--- src/rtl/vector_lsu_sequencer.sv ---
// vector_lsu_sequencer: moves one LANES x LANE_W vector register to/from word memory, one lane per clock.
// Define VLSU_STRIDE_EN to honour the stride port; otherwise lanes use consecutive addresses.
module vector_lsu_sequencer #(
  parameter int LANES      = 4,
  parameter int LANE_W     = 32,
  parameter int ADDR_W     = 8,
  parameter int REG_ADDR_W = 4,
  parameter int LIDX_W     = $clog2(LANES),
  parameter int VLEN_W     = $clog2(LANES) + 1
) (
  input  logic                    clk,
  input  logic                    reset,
  input  logic                    start,
  input  logic                    op_store,
  input  logic [ADDR_W-1:0]       base_addr,
  input  logic [ADDR_W-1:0]       stride,
  input  logic [VLEN_W-1:0]       vlen,
  input  logic [REG_ADDR_W-1:0]   reg_addr,
  input  logic [LANES*LANE_W-1:0] store_data,
  output logic                    busy,
  output logic                    done,
  output logic [LIDX_W-1:0]       lane_idx,
  output logic                    mem_re,
  output logic                    mem_we,
  output logic [ADDR_W-1:0]       mem_addr,
  output logic [LANE_W-1:0]       mem_wdata,
  input  logic [LANE_W-1:0]       mem_rdata,
  output logic                    rf_we,
  output logic [REG_ADDR_W-1:0]   rf_waddr,
  output logic [LIDX_W-1:0]       rf_lane,
  output logic [LANE_W-1:0]       rf_wdata
);

  typedef enum logic [1:0] {IDLE, RUN, DRAIN, DONE} state_t;

  state_t                  state, state_nx;
  logic [VLEN_W-1:0]       cnt, cnt_nx;
  logic [VLEN_W-1:0]       n_q, n_nx;
  logic                    op_q, op_nx;
  logic [REG_ADDR_W-1:0]   reg_q, reg_nx;
  logic [ADDR_W-1:0]       addr_q, addr_nx;
  logic [LANES*LANE_W-1:0] data_q, data_nx;
  logic [VLEN_W-1:0]       vlen_clamp;
  logic [ADDR_W-1:0]       step_in, step_cur;

  logic                    busy_nx, done_nx, re_nx, we_nx;
  logic [ADDR_W-1:0]       maddr_nx;
  logic [LANE_W-1:0]       wdata_nx;
  logic [LIDX_W-1:0]       lidx_nx;

  assign vlen_clamp = (vlen > VLEN_W'(LANES)) ? VLEN_W'(LANES) : vlen;

`ifdef VLSU_STRIDE_EN
  logic [ADDR_W-1:0] step_q;
  assign step_in  = stride;
  assign step_cur = step_q;
  always_ff @(posedge clk) begin
    if (reset)
      step_q <= '0;
    else if (state == IDLE && start)
      step_q <= stride;
  end
`else
  logic stride_unused;
  assign stride_unused = ^stride;
  assign step_in  = ADDR_W'(1);
  assign step_cur = ADDR_W'(1);
`endif

  // Lane addresses are accumulated rather than multiplied; addr_q holds the next lane's address.
  always_comb begin
    state_nx = state;
    cnt_nx   = cnt;
    n_nx     = n_q;
    op_nx    = op_q;
    reg_nx   = reg_q;
    addr_nx  = addr_q;
    data_nx  = data_q;
    busy_nx  = 1'b0;
    done_nx  = 1'b0;
    re_nx    = 1'b0;
    we_nx    = 1'b0;
    maddr_nx = '0;
    wdata_nx = '0;
    lidx_nx  = '0;
    case (state)
      IDLE: begin
        if (start) begin
          op_nx   = op_store;
          reg_nx  = reg_addr;
          n_nx    = vlen_clamp;
          busy_nx = 1'b1;
          if (vlen_clamp == '0) begin
            state_nx = DONE;
            done_nx  = 1'b1;
          end else begin
            state_nx = RUN;
            maddr_nx = base_addr;
            addr_nx  = base_addr + step_in;
            re_nx    = !op_store;
            we_nx    = op_store;
            wdata_nx = op_store ? store_data[LANE_W-1:0] : '0;
            data_nx  = store_data >> LANE_W;
            cnt_nx   = VLEN_W'(1);
          end
        end
      end
      RUN: begin
        busy_nx = 1'b1;
        if (cnt == n_q) begin
          state_nx = op_q ? DONE : DRAIN;
          done_nx  = op_q;
        end else begin
          maddr_nx = addr_q;
          addr_nx  = addr_q + step_cur;
          re_nx    = !op_q;
          we_nx    = op_q;
          wdata_nx = op_q ? data_q[LANE_W-1:0] : '0;
          data_nx  = data_q >> LANE_W;
          lidx_nx  = cnt[LIDX_W-1:0];
          cnt_nx   = cnt + VLEN_W'(1);
        end
      end
      DRAIN: begin
        busy_nx  = 1'b1;
        done_nx  = 1'b1;
        state_nx = DONE;
      end
      DONE: begin
        state_nx = IDLE;
      end
      default: state_nx = IDLE;
    endcase
  end

  always_ff @(posedge clk) begin
    if (reset) begin
      state     <= IDLE;
      cnt       <= '0;
      n_q       <= '0;
      op_q      <= 1'b0;
      reg_q     <= '0;
      addr_q    <= '0;
      data_q    <= '0;
      busy      <= 1'b0;
      done      <= 1'b0;
      mem_re    <= 1'b0;
      mem_we    <= 1'b0;
      mem_addr  <= '0;
      mem_wdata <= '0;
      lane_idx  <= '0;
      rf_we     <= 1'b0;
      rf_lane   <= '0;
      rf_waddr  <= '0;
    end else begin
      state     <= state_nx;
      cnt       <= cnt_nx;
      n_q       <= n_nx;
      op_q      <= op_nx;
      reg_q     <= reg_nx;
      addr_q    <= addr_nx;
      data_q    <= data_nx;
      busy      <= busy_nx;
      done      <= done_nx;
      mem_re    <= re_nx;
      mem_we    <= we_nx;
      mem_addr  <= maddr_nx;
      mem_wdata <= wdata_nx;
      lane_idx  <= lidx_nx;
      rf_we     <= mem_re;
      rf_lane   <= mem_re ? lane_idx : '0;
      rf_waddr  <= mem_re ? reg_q : '0;
    end
  end

  // Read data arrives in the write-back cycle itself, so it is gated instead of registered.
  assign rf_wdata = rf_we ? mem_rdata : '0;

endmodule

--- config.mk ---
export PLATFORM = sky130hd
export DESIGN_NAME = vector_lsu_sequencer
export DESIGN_NICKNAME = d
export VERILOG_FILES = /design/src/rtl/vector_lsu_sequencer.sv
export SDC_FILE = /design/constraint.sdc
export NUM_CORES = 1
export LEC_CHECK = 0
export ABC_AREA = 1
export CAP_MARGIN = 20
export CORE_MARGIN = 5
export CORE_UTILIZATION = 25
export DETAILED_ROUTE_END_ITERATION = 16
export DONT_BUFFER_PORTS = 1
export PLACE_DENSITY = 0.47
export SLEW_MARGIN = 20
export SYNTH_ARGS = -nofsm -noshare
export SYNTH_HDL_FRONTEND = slang
export SYNTH_SLANG_ARGS = --single-unit
--- constraint.sdc ---
create_clock -name clk -period 4.7 [get_ports clk]
set_input_delay 0.235 -clock clk [delete_from_list [all_inputs] [get_ports clk]]
set_output_delay 0.235 -clock clk [all_outputs]
set_load 0.005 [all_outputs]
==> flow_summary.json, run 1 <==
{
  "outcome": "complete, no violations",
  "grt_pass1_vias": 6240,
  "synth_cells": 1048,
  "setup_tns_ps": 0,
  "hold_violations": 0,
  "syn_to_final_growth_pct": 20.77,
  "ff2ff_path_depth": 10,
  "synth_common_cells": "nand2_1, dfxtp_1, nor2_1",
  "crit_top_cell": "nor2_1",
  "finalMaxSlewViolations": 0,
  "cts_root_buf": "clkbuf_16",
  "fin_skew_ps": 12.16,
  "synth_cell_types": 32,
  "design_area_sq_mm": 0.009195,
  "insertion_delay_ps": 430,
  "drcViolationCount": 0,
  "post_drt_wl_per_cell_microns": 16.09,
  "die_y_microns": 184.5,
  "worst_pin_slew_ps": 1022,
  "yosysTopAreaCellShare_pct": 44.70,
  "cp_cell_sequence": "inv_1 > ha_4 > nor2_1 > nor2_1 > nand3_2 > nand2_4 > buf_4 > nand2_1 > nand2_1 > nor2_1",
  "io_pins": 272,
  "initial_core_util_pct": 25.48,
  "r2r-start": "state[1]",
  "min_period_over_period_pct": 70.65,
  "cp-end-kind": "register",
  "fmax_ghz": 0.3011,
  "syn_nets": 1241,
  "drv_cap": 0,
  "cp.arrival_ps": 3640,
  "synth_edf_count": 0,
  "grt-ovfl-total": 0,
  "coreArea_sq_mm": 0.02987,
  "cts-htree-levels": 4,
  "holdPathStages": 2,
  "syn-cell-area_sq_mm": 0.007614,
  "min_period_ps": 3321,
  "r2r_end": "data_q[34]",
  "yosysSeqAreaShare_pct": 44.70,
  "utilization_pct": 30.78,
  "syn_avg_cell_area_sq_um": 7.265,
  "synth_top_cell_by_area": "dfxtp_1",
  "ys.warnings.count": 0,
  "hp-class": "in2reg",
  "post-cts-setup-buffers": 0,
  "required_ps": 5020,
  "clock-sinks": 170,
  "antenna_found_initial": 1,
  "placedInstanceArea_sq_mm": 0.007765,
  "dieArea_sq_mm": 0.03404,
  "synthArstFlopShare_pct": 0,
  "ctsLongestPathBuffers": 2,
  "crit_type": "reg2reg",
  "final_nets": 1279,
  "cts.clk_slew.worst_paths_ps": 70,
  "p_leak_uw": 0.004109,
  "rrSetupSlack_ps": 1380,
  "grt_pass1_wl_mm": 35.93,
  "viasPerCell": 4.300,
  "grt.total_usage_pct": 13.73,
  "num_rows": 63,
  "hpwl_mm": 16.97,
  "cts_tree": "yes",
  "io_buffers": 0,
  "rsz0062_at_grt": "no",
  "whs_ps": 36.24,
  "drt_iter0_markers": 249,
  "finalSetupViolCount": 0,
  "die_w_microns": 184.5,
  "critPathSlowestCell": "nand2_4",
  "drt_first_pass_iters": 4,
  "grt_max_degree": 84,
  "power.density_mw_per_mm2": 634.9,
  "start_kind": "register",
  "finalWirelength_mm": 23.96,
  "route.vias.total": 6403,
  "ir_drop_mv": 0.2750,
  "hold_end": "n_q[2]",
  "cts_buffers": 17,
  "globalplace.congestion": 0.7939,
  "ys_top_cells_by_area": "dfxtp_1, nand2_1, mux2i_1",
  "synth-seq-cells": 170,
  "cpPeakStageDelay_ps": 770,
  "synth.most_common_cell": "nand2_1",
  "slew_headroom_pct": 31.46,
  "hp-start": "vlen[2]",
  "drive_gt1_share_pct": 4.736,
  "synth_top_flop_cell": "dfxtp_1",
  "antenna_left": 0,
  "path_max_fanout": 61
}
[stage by stage]
stage	total power, uW	worst slack, ps	std cells
2_1_floorplan	4033	2909	1048
3_3_place_gp	4348	1271	1377
3_5_place_dp	4372	1226	1377
4_1_cts	5955	1213	1488
5_1_grt	6364	919.6	1489
6_report	5838	1379	1489
[worst max-delay path by stage]
stage,from,to,slack (ps)
4_1_cts,state[1],data_q[24],1210
5_1_grt,state[1],data_q[24],920
3_3_place_gp,state[1],data_q[27],1270
3_5_place_dp,state[1],data_q[27],1230
2_1_floorplan,state[1],addr_q[4],2910
6_report,state[1],data_q[34],1380
[cell usage in the layout (no fill, tap or decap), types with 2 or more instances in the layout]
master and count:
nand3_2 2, buf_4 4, nand2_4 2, o21a_1 2
xor2_1 2, nor2_1 169, nand2_1 329, clkinv_4 4
nand2_2 3, a32oi_1 8, xnor2_1 3, inv_2 6
clkbuf_16 17, dfxtp_1 170, inv_6 2, nand3_1 50
ha_1 5, inv_1 70, bufinv_16 3, dlygate4sd3_1 79
a21oi_1 77, mux2i_1 64, o21ai_0 9
[worst max-delay path, delay by kind of cell, from the launching register on]
family | cells | cell delay (ps)
fa+ha+maj | 1 | 520
buf+inv | 2 | 500
flops | 1 | 350
simple gates | 7 | 1800
[logic make-up (layout without fill, tap and decap cells)]
logic type | after synthesis | in the layout | synth area share (%)
AOI/OAI and AO/OA | 99 | 99 | 7.067
muxes | 64 | 64 | 8.414
adders and majority gates | 6 | 6 | 0.9860
and+or+nand+nor | 561 | 561 | 29.15
DFF | 170 | 170 | 44.70
buffers and inverters | 143 | 193 | 9.104
other | 0 | 1 | 0
xor gates and xnor gates | 5 | 5 | 0.5753
[sequential cells by signal (all words and copies together), names as in the netlist]
signal / flops
data_q: 96
mem_wdata: 32
addr_q: 8
mem_addr: 8
reg_q: 4
rf_waddr: 4
cnt: 3
n_q: 3
lane_idx: 2
rf_lane: 2
state: 2
busy: 1
done: 1
mem_re: 1
mem_we: 1
op_q: 1
rf_we: 1
[routing by layer]
metal  vias to the layer above  wire length [microns]  global-route usage, %
li1                       3349                      -                      -
met5                         -                      0                      0
met1                      2838                  11040                  17.61
met2                       193                  11060                  22.42
met3                        23                   1376                  3.691
met4                         0                    484                  4.584
[where the power goes]
group | total (uW) | switching [uW] | internal [uW] | leakage (uW)
combinational | 2310 | 1520 | 791 | 0.00242
sequential | 2040 | 211 | 1830 | 0.00140
clock | 1480 | 625 | 858 | 0.000296
total | 5840 | 2360 | 3480 | 0.00411
[timing repair]
item                                    in CTS  in global routing
endpoints found under the setup margin       0                  0
endpoints found under the hold margin       87                  0
hold buffers                                80                  0
gates resized for setup                      0                  0
[layout make-up]
cell class	count	area [sq um]
Clock inverter	12	166.4
Tap cell	390	488.0
Clock buffer	19	442.9
Antenna cell	1	2.502
Fill cell	3268	20680
Multi-Input combinational cell	735	3535
Inverter	77	289.0
Timing Repair Buffer	85	868.3
Sequential cell	170	3403
(Power assumes the default switching activity.)
==> inputs of run 2 (changes only) <==
==> constraint.sdc (replaced) <==
create_clock -name clk -period 3.4 [get_ports clk]
set_input_delay 0.17 -clock clk [delete_from_list [all_inputs] [get_ports clk]]
set_output_delay 0.17 -clock clk [all_outputs]
set_load 0.005 [all_outputs]
==> run 2 against run 1 <==
Net effect:
- clock skew grew 2.0 ps
- critical endpoint is now mem_wdata[16]
- routed wire length grew 3.3%
- core utilization grew 2.0 points
==> flow_summary.json, run 2 (synthesis gave the netlist of run 1 again) <==
{
  "largest_reg_flops": 96,
  "drt_iter0_markers": 261,
  "initial_core_util_pct": 25.48,
  "p_leak_uw": 0.004363,
  "insertion_delay_ps": 450,
  "cp.arrival_ps": 3280,
  "io_buffers": 0,
  "cts-htree-levels": 4,
  "final_cell_mix": "nand2_1, dfxtp_1, nor2_1",
  "cts_root_buf": "clkbuf_16",
  "cp_cell_sequence": "inv_1 > ha_1 > nand2_1 > inv_1 > nand3_1 > inv_1 > buf_4 > nand2_1 > a21oi_1 > dlygate4sd3_1",
  "finalWirelength_mm": 24.75,
  "hold_violations": 0,
  "drv_cap": 0,
  "place_ws_ps": 944.1,
  "grt-ovfl-total": 0,
  "min_period_ps": 2886,
  "die_y_microns": 184.5,
  "setup_tns_ps": 0,
  "fmax_ghz": 0.3465,
  "required_ps": 3800,
  "grt.total_usage_pct": 14.32,
  "grtUsageMet1_pct": 18.15,
  "sequentialPowerShare_pct": 34.7,
  "hp-class": "in2reg",
  "post_drt_wl_per_cell_microns": 15.96,
  "critPathSlowestCell": "dlygate4sd3_1",
  "path_max_fanout": 33,
  "use_met3_pct": 2.901,
  "drive_gt1_share_pct": 5.086,
  "viasPerCell": 4.342,
  "cp-end-kind": "register",
  "route.vias.total": 6734,
  "critPathBufInv": 5,
  "grt-busiest-layer": "met2",
  "min_period_over_period_pct": 84.89,
  "cts.clk_slew.worst_paths_ps": 80,
  "whs_ps": 25.09,
  "dieArea_sq_mm": 0.03404,
  "finalSetupViolCount": 0,
  "globalplace.congestion": 0.8028,
  "power.density_mw_per_mm2": 830.6,
  "largest-register": "data_q",
  "coreArea_sq_mm": 0.02987,
  "nFillCells": 3163,
  "clock-sinks": 170,
  "syn_to_final_growth_pct": 28.53,
  "setup_slack_ps": 513.6,
  "final_common_cell": "nand2_1",
  "antenna_left": 0,
  "ir_drop_mv": 0.4783,
  "slew_headroom_pct": 32.85,
  "num_rows": 63,
  "p_int_uw": 4707,
  "fin_cells": 1551,
  "post-cts-setup-buffers": 0,
  "crit_top_cell": "inv_1",
  "switching_share_pct": 42.09,
  "drt_first_pass_iters": 4,
  "fin_skew_ps": 14.13,
  "ctsLongestPathBuffers": 2,
  "cp_top_family": "buffers and inverters",
  "cpPeakStageDelay_ps": 550,
  "worst_pin_slew_ps": 1006,
  "outcome": "complete, no violations",
  "p_clk_share_pct": 23.9,
  "crit_type": "reg2reg",
  "finalMaxSlewViolations": 0,
  "die_w_microns": 184.5,
  "final_nets": 1340,
  "grt_max_degree": 84,
  "place_inst": 1383,
  "antenna_found_initial": 1,
  "cts_buffers": 17,
  "drcViolationCount": 0,
  "grt_pass1_vias": 6698,
  "p_sw_uw": 3421,
  "rsz0062_at_grt": "no",
  "reg_top3": "data_q: 96 flops, mem_wdata: 32 flops",
  "io_pins": 272,
  "hpwl_mm": 17.14,
  "cts_tree": "yes",
  "use_met2_pct": 23.97,
  "comb_power_share_pct": 41.4,
  "grt_pass1_wl_mm": 37.47,
  "start_kind": "register"
}
[run 2: through the flow]
stage                     cell area [sq um]  power, uW  util (%)
after floorplan                        7614       5575         -
after global placement                 7835       6095     26.23
after detailed placement               7835       6128     26.23
after CTS                              9782       8268     32.74
after global routing                   9786       8880     32.76
final                                  9786       8127     32.76
[run 2: timing repair]
item / CTS / global route
hold buffers: 135 / 0
gates resized for setup: 0 / 0
endpoints found under the hold margin: 141 / 0
[run 2: worst paths after layout]
path                  start            end  slack [ps]  cells past startpoint
max                state[0]  mem_wdata[16]         510                     10
min          store_data[58]     data_q[26]          30                      4
max reg2reg        state[0]  mem_wdata[16]         510                     10
min reg2reg        reg_q[0]    rf_waddr[0]         440                      2
[run 2: power groups by stage]
stage / combinational (uW) / clock [uW] / sequential (uW)
CTS: 3420 / 2020 / 2830
finish: 3370 / 1940 / 2820
floorplan: 2810 / 0 / 2770
global route: 3880 / 2100 / 2900
global placement: 3240 / 0 / 2860
detailed placement: 3250 / 0 / 2870
[run 2: worst reg2reg max path, stage by stage (launching register included)]
cell           delay [ps]
dfxtp_1               360
inv_1                 130
ha_1                  240
nand2_1               320
inv_1                 430
nand3_1               120
inv_1                  80
buf_4                 350
nand2_1               110
a21oi_1               140
dlygate4sd3_1         550
[run 2: layout make-up]
cell class | count | area [sq um] | area share (%)
clock inverter | 15 | 152.6 | 1.560
sequential | 170 | 3403 | 34.78
antenna | 1 | 2.502 | 0.02557
timing repair buffer | 146 | 1489 | 15.22
tap | 390 | 488.0 | 4.987
inverter | 77 | 290.3 | 2.966
multi-input combinational | 735 | 3535 | 36.12
clock buffer | 17 | 425.4 | 4.347
[run 2: per-layer routing]
layer	part of all wire, %	routed length [microns]
met1	45	11250
met4	2.1	522
met3	5.0	1227
met2	47	11750
met5	0	0
==> inputs of run 3 (changes only) <==
--- a/config.mk
+++ b/config.mk
@@ -11,7 +11,7 @@
 export CORE_UTILIZATION = 25
 export DETAILED_ROUTE_END_ITERATION = 16
 export DONT_BUFFER_PORTS = 1
-export PLACE_DENSITY = 0.47
+export PLACE_DENSITY = 0.49
 export SLEW_MARGIN = 20
 export SYNTH_ARGS = -nofsm -noshare
 export SYNTH_HDL_FRONTEND = slang
==> constraint.sdc (replaced) <==
create_clock -name clk -period 2.4 [get_ports clk]
set_input_delay 0.12 -clock clk [delete_from_list [all_inputs] [get_ports clk]]
set_output_delay 0.12 -clock clk [all_outputs]
set_load 0.005 [all_outputs]
==> run 3 against run 2 <==
Net effect:
- non-clock buffer count grew 15
- sequential cell count unchanged
- clock power is 39% higher
- critical path type unchanged
- largest cell class unchanged
- highest routed layer unchanged
==> flow_summary.json, run 3 (synthesis gave the netlist of run 1 again) <==
{
  "cts_buffers": 17,
  "grt_pass1_vias": 6775,
  "cp.arrival_ps": 2590,
  "p_leak_uw": 0.004438,
  "comb_power_share_pct": 42.5,
  "outcome": "complete, no violations",
  "fin_skew_ps": 11.44,
  "grt-ovfl-total": 0,
  "final_nets": 1355,
  "largest_reg_flops": 96,
  "hold_violations": 0,
  "num_rows": 63,
  "die_w_microns": 184.5,
  "io_buffers": 0,
  "slew_headroom_pct": 38.02,
  "setup_tns_ps": 0,
  "min_period_over_period_pct": 93.19,
  "crit_top_cell": "inv_1",
  "finalMaxSlewViolations": 0,
  "antenna_found_initial": 2,
  "globalplace.congestion": 0.8547,
  "final_cell_mix": "nand2_1, dfxtp_1, nor2_1",
  "switching_share_pct": 41.43,
  "drcViolationCount": 0,
  "grt_pass1_wl_mm": 37.09,
  "cp_cell_sequence": "inv_1 > ha_1 > inv_2 > nor2_2 > nor2_1 > nand3_2 > buf_4 > inv_1 > buf_12 > nand2_1 > a21oi_1",
  "crit_type": "reg2reg",
  "start_kind": "register",
  "reg_top3": "data_q: 96 flops, mem_wdata: 32 flops",
  "p_sw_uw": 4824,
  "place_ws_ps": 202.1,
  "dieArea_sq_mm": 0.03404,
  "largest-register": "data_q",
  "worst_pin_slew_ps": 928.5,
  "route.vias.total": 6819,
  "cts_tree": "yes",
  "antenna_left": 0,
  "power.density_mw_per_mm2": 1169,
  "viasPerCell": 4.349,
  "syn_to_final_growth_pct": 30.81,
  "clock-sinks": 170,
  "drt_first_pass_iters": 4,
  "fmax_ghz": 0.4471,
  "path_max_fanout": 38,
  "coreArea_sq_mm": 0.02987,
  "ir_drop_mv": 0.4793,
  "cts_root_buf": "clkbuf_16",
  "p_int_uw": 6820,
  "io_pins": 272,
  "cts.clk_slew.worst_paths_ps": 70,
  "cpPeakStageDelay_ps": 430,
  "final_common_cell": "nand2_1",
  "cp-end-kind": "register",
  "critPathSlowestCell": "dfxtp_1",
  "drive_gt1_share_pct": 5.617,
  "initial_core_util_pct": 25.48,
  "grt_max_degree": 84,
  "required_ps": 2760,
  "min_period_ps": 2237,
  "drv_cap": 0,
  "ctsLongestPathBuffers": 2,
  "hpwl_mm": 17.03,
  "die_y_microns": 184.5,
  "setup_slack_ps": 163.4,
  "grt.total_usage_pct": 13.98,
  "sequentialPowerShare_pct": 34.3,
  "post_drt_wl_per_cell_microns": 15.70,
  "finalWirelength_mm": 24.62,
  "hp-class": "in2reg",
  "insertion_delay_ps": 430,
  "rsz0062_at_grt": "no",
  "cts-htree-levels": 4,
  "drt_iter0_markers": 316,
  "p_clk_share_pct": 23.2,
  "finalSetupViolCount": 0
}
==> run 3: cell count changes in the layout (fill, tap and decap cells not counted), moves of 2 or more <==
cell	previous run	this run
clkinv_8	2	0
buf_6	0	2
buf_12	3	6
clkinv_2	2	0
diode_2	1	3
dlygate4sd3_1	134	141
buf_4	8	11
==> run 3: worst paths after layout <==
check	from	end	slack, ps	depth (start not counted)
worst max-delay path	state[0]	data_q[86]	160	11
worst min-delay path	store_data[57]	data_q[25]	10	4
worst max register to register	state[0]	data_q[86]	160	11
worst min register to register	reg_q[2]	rf_waddr[2]	440	2
==> run 3: power groups by stage <==
stage               combinational (uW)  sequential, uW  clock (uW)
floorplan                         3970            3920           0
global placement                  4690            4040           0
detailed placement                4710            4070           0
CTS                               4960            4000        2820
global route                      5640            4090        2920
finish                            4940            4000        2700
==> run 3: layout make-up <==
cell class | count | area, sq um
Fill cell | 3213 | 19920
Clock inverter | 13 | 122.6
Sequential cell | 170 | 3403
Clock buffer | 19 | 442.9
Multi-Input combinational cell | 735 | 3542
Tap cell | 390 | 488.0
Antenna cell | 3 | 7.507
Timing Repair Buffer | 161 | 1664
Inverter | 77 | 289.0
==> run 3: critical path, delay by kind of cell (launching register included) <==
kind / cells / cell delay, ps
adders and majority gates: 1 / 270
AOI/OAI and AO/OA: 1 / 160
and+or+nand+nor: 4 / 410
DFF: 1 / 430
buffers and inverters: 5 / 880
==> run 3: layer usage <==
| layer | GRT usage (%) | up-vias | share of wire [%] |
|---|---|---|---|
| met1 | 17.51 | 3057 | 46 |
| met2 | 23.65 | 222 | 47 |
| met3 | 2.901 | 30 | 5.2 |
| met4 | 5.324 | 0 | 2.2 |
| li1 | - | 3510 | - |
| met5 | 0 | - | 0 |
==> run 3: stage by stage <==
step | power [uW] | area [sq um] | util, % | hold WS (ps) | cells
CTS | 11780 | 9922 | 33.21 | 4.536 | 1563
global route | 12650 | 9957 | 33.33 | 51.05 | 1567
floorplan | 7898 | 7614 | - | 267.8 | 1048
finish | 11640 | 9960 | 33.34 | 13.17 | 1568
detailed placement | 8779 | 7918 | 26.50 | 200.3 | 1389
global placement | 8733 | 7918 | 26.50 | 199.4 | 1389
==> run 3: repair_timing <==
action | CTS | global route
hold buffers | 142 | 0
resized for setup | 0 | 3
endpoints found under the hold margin | 148 | 0
setup buffers | 0 | 2
setup endpoints to repair | 0 | 1
